===== src/rtl/spart_mmio.sv =====
// rtl/spart_mmio.sv - memory-mapped 8N1 UART with TX/RX FIFOs and programmable baud divisor
module spart_mmio #(
    parameter int          FIFO_DEPTH = 8,
    parameter logic [15:0] DEFAULT_DB = 16'd434
) (
    input  logic        clk,
    input  logic        rst_n,
    input  logic        cs,
    input  logic        wr,
    input  logic [1:0]  addr,
    input  logic [15:0] data_in,
    output logic [15:0] data_out,
    output logic        TX,
    input  logic        RX
);
    localparam int PW = $clog2(FIFO_DEPTH);
    localparam logic [3:0] DEPTH4 = 4'(FIFO_DEPTH);

    typedef enum logic {TX_IDLE, TX_SHIFT} tx_state_e;
    typedef enum logic [1:0] {RX_IDLE, RX_START, RX_DATA, RX_STOP} rx_state_e;

    logic [15:0]   db_q;
    logic [7:0]    txf_mem_q [FIFO_DEPTH];
    logic [7:0]    rxf_mem_q [FIFO_DEPTH];
    logic [PW-1:0] txf_wp_q, txf_rp_q, rxf_wp_q, rxf_rp_q;
    logic [3:0]    txf_cnt_q, rxf_cnt_q;

    tx_state_e     tx_state_q, tx_state_d;
    logic [9:0]    tx_shift_q, tx_shift_d;
    logic [15:0]   tx_baud_q, tx_baud_d;
    logic [3:0]    tx_bit_q, tx_bit_d;

    logic [1:0]    rx_sync_q;
    rx_state_e     rx_state_q, rx_state_d;
    logic [7:0]    rx_shift_q, rx_shift_d;
    logic [15:0]   rx_baud_q, rx_baud_d;
    logic [2:0]    rx_bit_q, rx_bit_d;

    logic bus_wr, bus_rd, tx_push, tx_pop, rx_push, rx_pop, rx_done, tx_tick, rx_tick, rx_s;
    logic unused_hi;

    assign unused_hi = ^data_in[15:8];
    assign bus_wr    = cs & wr;
    assign bus_rd    = cs & ~wr;
    assign rx_s      = rx_sync_q[1];

    // Pushing into a full FIFO is allowed when the same cycle also pops it.
    assign tx_push = bus_wr && addr == 2'd0 && (txf_cnt_q != DEPTH4 || tx_pop);
    assign rx_pop  = bus_rd && addr == 2'd0 && rxf_cnt_q != 4'd0;
    assign rx_push = rx_done && (rxf_cnt_q != DEPTH4 || rx_pop);

    // 17-bit compares so DB = 0 still ticks every clock instead of stalling.
    assign tx_tick = ({1'b0, tx_baud_q} + 17'd1) >= {1'b0, db_q};
    assign rx_tick = (rx_state_q == RX_START)
                   ? (({1'b0, rx_baud_q} + 17'd1) >= {2'b00, db_q[15:1]})
                   : (({1'b0, rx_baud_q} + 17'd1) >= {1'b0, db_q});

    always_comb begin
        data_out = 16'h0000;
        if (cs) begin
            case (addr)
                2'd0: data_out = {8'h00, (rxf_cnt_q != 4'd0) ? rxf_mem_q[rxf_rp_q] : 8'h00};
                2'd1: data_out = {8'h00, DEPTH4 - txf_cnt_q, rxf_cnt_q};
                2'd2: data_out = {8'h00, db_q[7:0]};
                default: data_out = {8'h00, db_q[15:8]};
            endcase
        end
    end

    always_ff @(posedge clk) begin
        if (tx_push) txf_mem_q[txf_wp_q] <= data_in[7:0];
        if (rx_push) rxf_mem_q[rxf_wp_q] <= rx_shift_q;
    end

    always_ff @(posedge clk or negedge rst_n) begin
        if (!rst_n) begin
            db_q       <= DEFAULT_DB;
            txf_wp_q   <= '0;
            txf_rp_q   <= '0;
            txf_cnt_q  <= '0;
            rxf_wp_q   <= '0;
            rxf_rp_q   <= '0;
            rxf_cnt_q  <= '0;
            tx_state_q <= TX_IDLE;
            tx_shift_q <= '1;
            tx_baud_q  <= '0;
            tx_bit_q   <= '0;
            rx_sync_q  <= 2'b11;
            rx_state_q <= RX_IDLE;
            rx_shift_q <= '0;
            rx_baud_q  <= '0;
            rx_bit_q   <= '0;
        end else begin
            if (bus_wr && addr == 2'd2) db_q[7:0]  <= data_in[7:0];
            if (bus_wr && addr == 2'd3) db_q[15:8] <= data_in[7:0];
            if (tx_push) txf_wp_q <= txf_wp_q + PW'(1);
            if (tx_pop)  txf_rp_q <= txf_rp_q + PW'(1);
            txf_cnt_q  <= txf_cnt_q + {3'b000, tx_push} - {3'b000, tx_pop};
            if (rx_push) rxf_wp_q <= rxf_wp_q + PW'(1);
            if (rx_pop)  rxf_rp_q <= rxf_rp_q + PW'(1);
            rxf_cnt_q  <= rxf_cnt_q + {3'b000, rx_push} - {3'b000, rx_pop};
            tx_state_q <= tx_state_d;
            tx_shift_q <= tx_shift_d;
            tx_baud_q  <= tx_baud_d;
            tx_bit_q   <= tx_bit_d;
            rx_sync_q  <= {rx_sync_q[0], RX};
            rx_state_q <= rx_state_d;
            rx_shift_q <= rx_shift_d;
            rx_baud_q  <= rx_baud_d;
            rx_bit_q   <= rx_bit_d;
        end
    end

    always_comb begin
        tx_state_d = tx_state_q;
        tx_shift_d = tx_shift_q;
        tx_baud_d  = tx_baud_q;
        tx_bit_d   = tx_bit_q;
        case (tx_state_q)
            TX_IDLE: begin
                if (txf_cnt_q != 4'd0) begin
                    tx_state_d = TX_SHIFT;
                    tx_shift_d = {1'b1, txf_mem_q[txf_rp_q], 1'b0};
                    tx_baud_d  = '0;
                    tx_bit_d   = '0;
                end
            end
            default: begin
                if (tx_tick) begin
                    tx_baud_d  = '0;
                    tx_shift_d = {1'b1, tx_shift_q[9:1]};
                    tx_bit_d   = tx_bit_q + 4'd1;
                    if (tx_bit_q == 4'd9) tx_state_d = TX_IDLE;
                end else begin
                    tx_baud_d = tx_baud_q + 16'd1;
                end
            end
        endcase
    end

    always_comb begin
        tx_pop = (tx_state_q == TX_IDLE) && (txf_cnt_q != 4'd0);
        TX     = (tx_state_q == TX_SHIFT) ? tx_shift_q[0] : 1'b1;
    end

    always_comb begin
        rx_state_d = rx_state_q;
        rx_shift_d = rx_shift_q;
        rx_baud_d  = rx_baud_q;
        rx_bit_d   = rx_bit_q;
        case (rx_state_q)
            RX_IDLE: begin
                rx_baud_d = '0;
                if (!rx_s) rx_state_d = RX_START;
            end
            RX_START: begin
                if (rx_tick) begin
                    rx_baud_d  = '0;
                    rx_bit_d   = '0;
                    rx_state_d = rx_s ? RX_IDLE : RX_DATA;
                end else begin
                    rx_baud_d = rx_baud_q + 16'd1;
                end
            end
            RX_DATA: begin
                if (rx_tick) begin
                    rx_baud_d  = '0;
                    rx_shift_d = {rx_s, rx_shift_q[7:1]};
                    rx_bit_d   = rx_bit_q + 3'd1;
                    if (rx_bit_q == 3'd7) rx_state_d = RX_STOP;
                end else begin
                    rx_baud_d = rx_baud_q + 16'd1;
                end
            end
            default: begin
                if (rx_tick) begin
                    rx_baud_d  = '0;
                    rx_state_d = RX_IDLE;
                end else begin
                    rx_baud_d = rx_baud_q + 16'd1;
                end
            end
        endcase
    end

    always_comb begin
        rx_done = (rx_state_q == RX_STOP) && rx_tick && rx_s;
    end
endmodule

===== config.mk =====
export PLATFORM = sky130hd
export DESIGN_NAME = spart_mmio
export DESIGN_NICKNAME = d
export VERILOG_FILES = /design/src/rtl/spart_mmio.sv
export SDC_FILE = /design/constraint.sdc
export NUM_CORES = 1
export LEC_CHECK = 0
export ABC_AREA = 0
export CORE_MARGIN = 2
export CORE_UTILIZATION = 45
export DETAILED_ROUTE_END_ITERATION = 16
export GPL_TIMING_DRIVEN = 1
export PLACE_DENSITY = 0.68
export SETUP_SLACK_MARGIN = 0.15
export SYNTH_ARGS = -nofsm -noshare
export SYNTH_HDL_FRONTEND = slang
export SYNTH_SLANG_ARGS = --single-unit

===== constraint.sdc =====
create_clock -name clk -period 6.7 [get_ports clk]
set_input_delay 1.34 -clock clk [delete_from_list [all_inputs] [get_ports clk]]
set_output_delay 1.34 -clock clk [all_outputs]
set_load 0.01 [all_outputs]

==> flow_metrics.tcl, run 1 <==
set metrics [dict create \
    grt_pass1_vias 6509 \
    numClockSinks 225 \
    crit_path_top_delay_cell "clkdlybuf4s50_1" \
    grt_setup_unrepaired "no" \
    dp_hpwl_um 15000 \
    totalWireLength_um 22300 \
    power_density_nw_per_um2 347 \
    power.total_w 0.00428 \
    dp_cells 1127 \
    n_antenna_cell 0 \
    clockRootBuffer "clkbuf_16" \
    setup_violations 0 \
    die-area_um2 25600 \
    antenna_left 0 \
    drc 0 \
    grt_overflow_total 0 \
    cts.repair.resized 0 \
    final_common_cell "edfxtp_1" \
    portBuffers 23 \
    drtIter0Drc 452 \
    maxCapViolCount 0 \
    max_slew_margin 0.192 \
    synth.distinct_cells 70 \
    vias 6454 \
    design.core.area_um2 24100 \
    antenna_found_initial 0 \
    synth_edf_count 128 \
    num_rows 57 \
    cts_tree "done" \
    cts_setup_buffers 0 \
    ys_warn_count 0 \
    place_congestion 0.846 \
    synth_flop_cell "edfxtp_1" \
    clk_path_buf_depth 3 \
    synth.avg_cell_area_um2 13.7 \
    die_w_um 160 \
    layout_common_cells "edfxtp_1 (128), dfrtp_1 (81), ha_1 (69)" \
    start_kind "input port" \
    synthesis.area_um2 11000 \
    peakVddDrop_uv 258 \
    dpl_cell_area_um2 11500 \
    synth-seq-cells 225 \
    cts_buffers 25 \
    die_h_um 160 \
    critical_path_class "in2out" \
    final.period_utilization 0.753 \
    cp_max_fo 20 \
    fin_util 0.512 \
    crit_required_ps 5360 \
    hold_violations 0 \
    drtPass1Iterations 5 \
    fin_tns_setup_ps 0 \
    clk_latency_ps 530 \
    worst-path-buf-inv 2 \
    crit_path_frequent_cell "clkdlybuf4s50_1" \
    cts_hold_buf 0 \
    cp.arrival_ps 3700 \
    fin_crit_ps 5040 \
    synth_async_sr_flop_share 0.431 \
    clock.fmax_mhz 198 \
    drv_slew 0 \
    endpoint_kind "output pin" \
    max_stage_delay_ps 760 \
    routedWlPerCell_um 19.0 \
    crit_chain "clkdlybuf4s50_1 -> a211o_1 -> o22ai_1 -> o211a_1 -> clkdlybuf4s50_1" \
    grt_pass1_wl_um 35800 \
    skew_ps 26.8 \
    grt_usage 0.177 \
    cp_top_family "buffers and inverters" \
    status "complete, no violations" \
    ys_seq_area_frac 0.573 \
    holdCritPathClass "reg2reg" \
    via_per_inst 5.50 \
    initial_core_util 0.455 \
    clkTransAtPathRegs_ps 60 \
    areaGrowthSynthToFinish_pct 12.4 \
    drive_above_1_share 0.166 \
    fin_area_um2 12300 \
    tightest_slew_ps 1200 \
    fin_cells 1173 \
    grt_start_max_net_pins 53 \
    htreeDepth 1 \
    num_io_pins 40 \
    synthCells 803 \
    fin_nets 924 \
    leakage_nw 5.03 \
]
-- per-stage QoR --
step                setup WS (ps)  hold WS [ps]
floorplan                    2920           345
global placement             1700           347
detailed placement           1670           348
CTS                          1680           356
global route                 1520           363
finish                       1660           356
-- cell families (layout without fill, tap and decap cells) --
family,count (synthesis),after routing,synth area share
muxes,76,76,0.111
xor gates and xnor gates,43,43,0.0343
adders and majority gates,71,71,0.0823
other,1,8,0.000342
buffers and inverters,76,115,0.0311
DFF,225,225,0.573
and+or+nand+nor,190,190,0.0924
AOI/OAI and AO/OA,121,121,0.0750
-- power breakdown --
group	switching (W)	leakage, nW	internal (W)
registers	0.000264	2.40	0.00169
clock network	0.000547	0.409	0.000807
logic	0.000501	2.22	0.000475
total	0.00131	5.03	0.00297
-- sequential cells by signal, indices dropped and copies added, names as in the netlist, 4 cells and up --
signal and flops:
rx_shift_q 8, rxf_mem_q 64, rx_baud_q 16, txf_mem_q 64
tx_baud_q 16, txf_cnt_q 4, rxf_cnt_q 4, tx_bit_q 4
tx_shift_q 9, db_q 16
-- final cells by class --
class / count / area (um2)
fill: 2071 / 11800
tap: 324 / 405
inverter: 39 / 146
clock buffer: 33 / 696
timing repair buffer: 30 / 280
sequential: 225 / 6290
multi-input combinational: 509 / 4390
clock inverter: 13 / 120
-- cell usage after synthesis, drive strengths merged (3+ instances only) --
cell	count	share of area
mux2	26	0.029
or3	4	0.0027
xor2	20	0.016
nand2	44	0.015
a21oi	37	0.017
nand2b	6	0.0034
nor2	42	0.015
nor2b	16	0.0091
edfxtp	128	0.35
a22o	12	0.0096
and3	9	0.0051
dfrtp	81	0.18
ha	69	0.079
buf	26	0.014
inv	39	0.013
clkbuf	11	0.0038
nand3	33	0.016
a21o	4	0.0027
a211oi	4	0.0027
xnor2	23	0.018
nor3	12	0.0074
o211a	8	0.0073
nor4	4	0.0023
o22ai	12	0.0074
nand4	9	0.0063
mux2i	18	0.016
nor3b	3	0.0031
dfstp	16	0.038
o21ai	22	0.010
and4	3	0.0024
mux4	32	0.066
-- worst register-to-register path: cells and delay by family, from the launching register on --
family	cells	cell delay [ps]
AOI/OAI and AO/OA	1	370
xor gates and xnor gates	1	180
adders and majority gates	2	600
DFF	1	510
and+or+nand+nor	8	2510
-- per-layer routing --
| metal | global-route usage | vias up | share of wire |
|---|---|---|---|
| met1 | 0.253 | 3243 | 0.46 |
| met3 | 0.0265 | 35 | 0.041 |
| met5 | 0 | - | 0 |
| met4 | 0.0446 | 0 | 0.022 |
| li1 | - | 3046 | - |
| met2 | 0.287 | 130 | 0.47 |
-- worst paths after layout --
path | start | end | slack (ps) | depth (start not counted)
worst min register to register | rx_sync_q[0] | rx_sync_q[1] | 360 | 0
min in group asynchronous | rst_n | txf_rp_q[2] | 860 | 1
max in group asynchronous | rst_n | tx_baud_q[11] | 4710 | 2
worst max-delay path | addr[0] | data_out[6] | 1660 | 5
worst min-delay path | rx_sync_q[0] | rx_sync_q[1] | 360 | 0
worst max register to register | rx_baud_q[0] | rxf_mem_q[1][3] | 2140 | 12
(Power assumes the default switching activity.)
==> run 2, diff against run 1 <==
==> constraint.sdc (replaced) <==
create_clock -name clk -period 4.65 [get_ports clk]
set_input_delay 0.93 -clock clk [delete_from_list [all_inputs] [get_ports clk]]
set_output_delay 0.93 -clock clk [all_outputs]
set_load 0.01 [all_outputs]
==> run 2 against run 1 <==
Setup slack lost 990 ps. Power grew 42%. Critical path depth up 10. Highest routed layer unchanged. Via count down 0.36%. Design area is 0.66% higher.
==> flow_metrics.tcl, run 2 (synthesis gave the netlist of run 1 again) <==
set metrics [dict create \
    clkTransAtPathRegs_ps 60 \
    clock.fmax_mhz 251 \
    fin_nets 939 \
    timing.rr.start "rx_baud_q[0]" \
    areaGrowthSynthToFinish_pct 13.1 \
    grt_pass1_vias 6350 \
    hold_violations 0 \
    hp-start "rx_sync_q[0]" \
    drtIter0Drc 518 \
    power_density_nw_per_um2 490 \
    tightest_slew_ps 1160 \
    die-area_um2 25600 \
    totalWireLength_um 21700 \
    initial_core_util 0.455 \
    antenna_found_initial 0 \
    grt_usage 0.173 \
    grt_overflow_total 0 \
    fillers 2103 \
    clockRootBuffer "clkbuf_16" \
    die_h_um 160 \
    vias 6431 \
    via_per_inst 5.42 \
    largest_registers "rxf_mem_q: 64 flops, txf_mem_q: 64 flops" \
    drc 0 \
    clk_latency_ps 540 \
    cp_max_fo 7 \
    fin_util 0.515 \
    status "complete, no violations" \
    clk_path_buf_depth 3 \
    final_common_cell "edfxtp_1" \
    grt_pass1_wl_um 35100 \
    critical_path_class "reg2reg" \
    n_antenna_cell 0 \
    numClockSinks 225 \
    crit_required_ps 5070 \
    grt_start_max_net_pins 73 \
    fin_crit_ps 3980 \
    max_slew_margin 0.223 \
    final.period_utilization 0.856 \
    drtPass1Iterations 5 \
    drv_slew 0 \
    peakVddDrop_uv 400 \
    grt_setup_unrepaired "no" \
    dp_hpwl_um 14900 \
    num_io_pins 40 \
    design.core.area_um2 24100 \
    drive_above_1_share 0.176 \
    maxCapViolCount 0 \
    cts_hold_buf 0 \
    routedWlPerCell_um 18.3 \
    ff2ff_path_depth 15 \
    skew_ps 39.4 \
    cts_setup_buffers 0 \
    num_rows 57 \
    cts.repair.resized 0 \
    place_congestion 0.824 \
    hold_depth 0 \
    holdCritPathClass "reg2reg" \
    antenna_left 0 \
    cts_tree "done" \
    portBuffers 23 \
    die_w_um 160 \
    cp-startpoint "rx_baud_q[0]" \
    endpoint_kind "register" \
    leakage_nw 5.07 \
    setup_violations 0 \
    start_kind "register" \
    layout_common_cells "edfxtp_1 (128), dfrtp_1 (81), ha_1 (69)" \
    cts_buffers 24 \
    fin_tns_setup_ps 0 \
    cp.arrival_ps 4400 \
    htreeDepth 1 \
]
[run 2: cell count changes in the layout (fill, tap and decap cells not counted), moves of 2 or more]
cell        before  now
clkinv_1         2    4
clkbuf_8         4    1
clkinvlp_4       0    2
inv_6            2    0
clkinv_2         7    5
buf_4            8   23
[run 2: per-stage QoR]
step	setup WS (ps)	cell area [um2]	hold WS (ps)	instances	total power, W
after floorplan	872	11000	345	810	0.00385
after detailed placement	714	11600	349	1143	0.00430
after CTS	637	12400	360	1187	0.00616
final	670	12400	359	1187	0.00608
after global placement	725	11600	348	1143	0.00425
after global routing	363	12400	360	1187	0.00645
[run 2: critical path: stages (launching register included)]
cell      delay (ps)
dfrtp_1          480
ha_1             270
nand2_1          130
nor2_1           110
nand2_1           80
xnor2_1          170
ha_1             310
nand2_1           70
or3_1            390
a211oi_1         370
nor2_1           190
o21ai_0          390
o21ai_1          130
ha_1             230
fa_1             380
xor2_1           160
[run 2: layout make-up]
cell class,count,area (um2),share of cell area
timing repair buffer,46,413,0.0333
inverter,39,146,0.0118
clock inverter,14,131,0.0106
sequential,225,6290,0.507
multi-input combinational,509,4390,0.354
clock buffer,30,633,0.0510
tap,324,405,0.0327
[run 2: final timing paths]
check	to	slack [ps]
max	rxf_cnt_q[2]	670
min in group asynchronous	txf_wp_q[1]	520
min	rx_sync_q[1]	360
min reg2reg	rx_sync_q[1]	360
max in group asynchronous	rx_sync_q[1]	3130
max reg2reg	rxf_cnt_q[2]	670
[run 2: per-layer routing]
layer,routed length [um],share of wire,up-vias,GRT usage
li1,-,-,3081,-
met1,10400,0.48,3221,0.253
met2,10200,0.47,106,0.277
met3,780,0.036,23,0.0239
met4,416,0.019,0,0.0397
met5,0,0,-,0
[run 2: report_power, final]
part	internal (W)	leakage [nW]	switching, W
combinational	0.000709	2.30	0.000748
clock	0.00108	0.370	0.000765
sequential	0.00243	2.40	0.000352
total	0.00422	5.07	0.00187
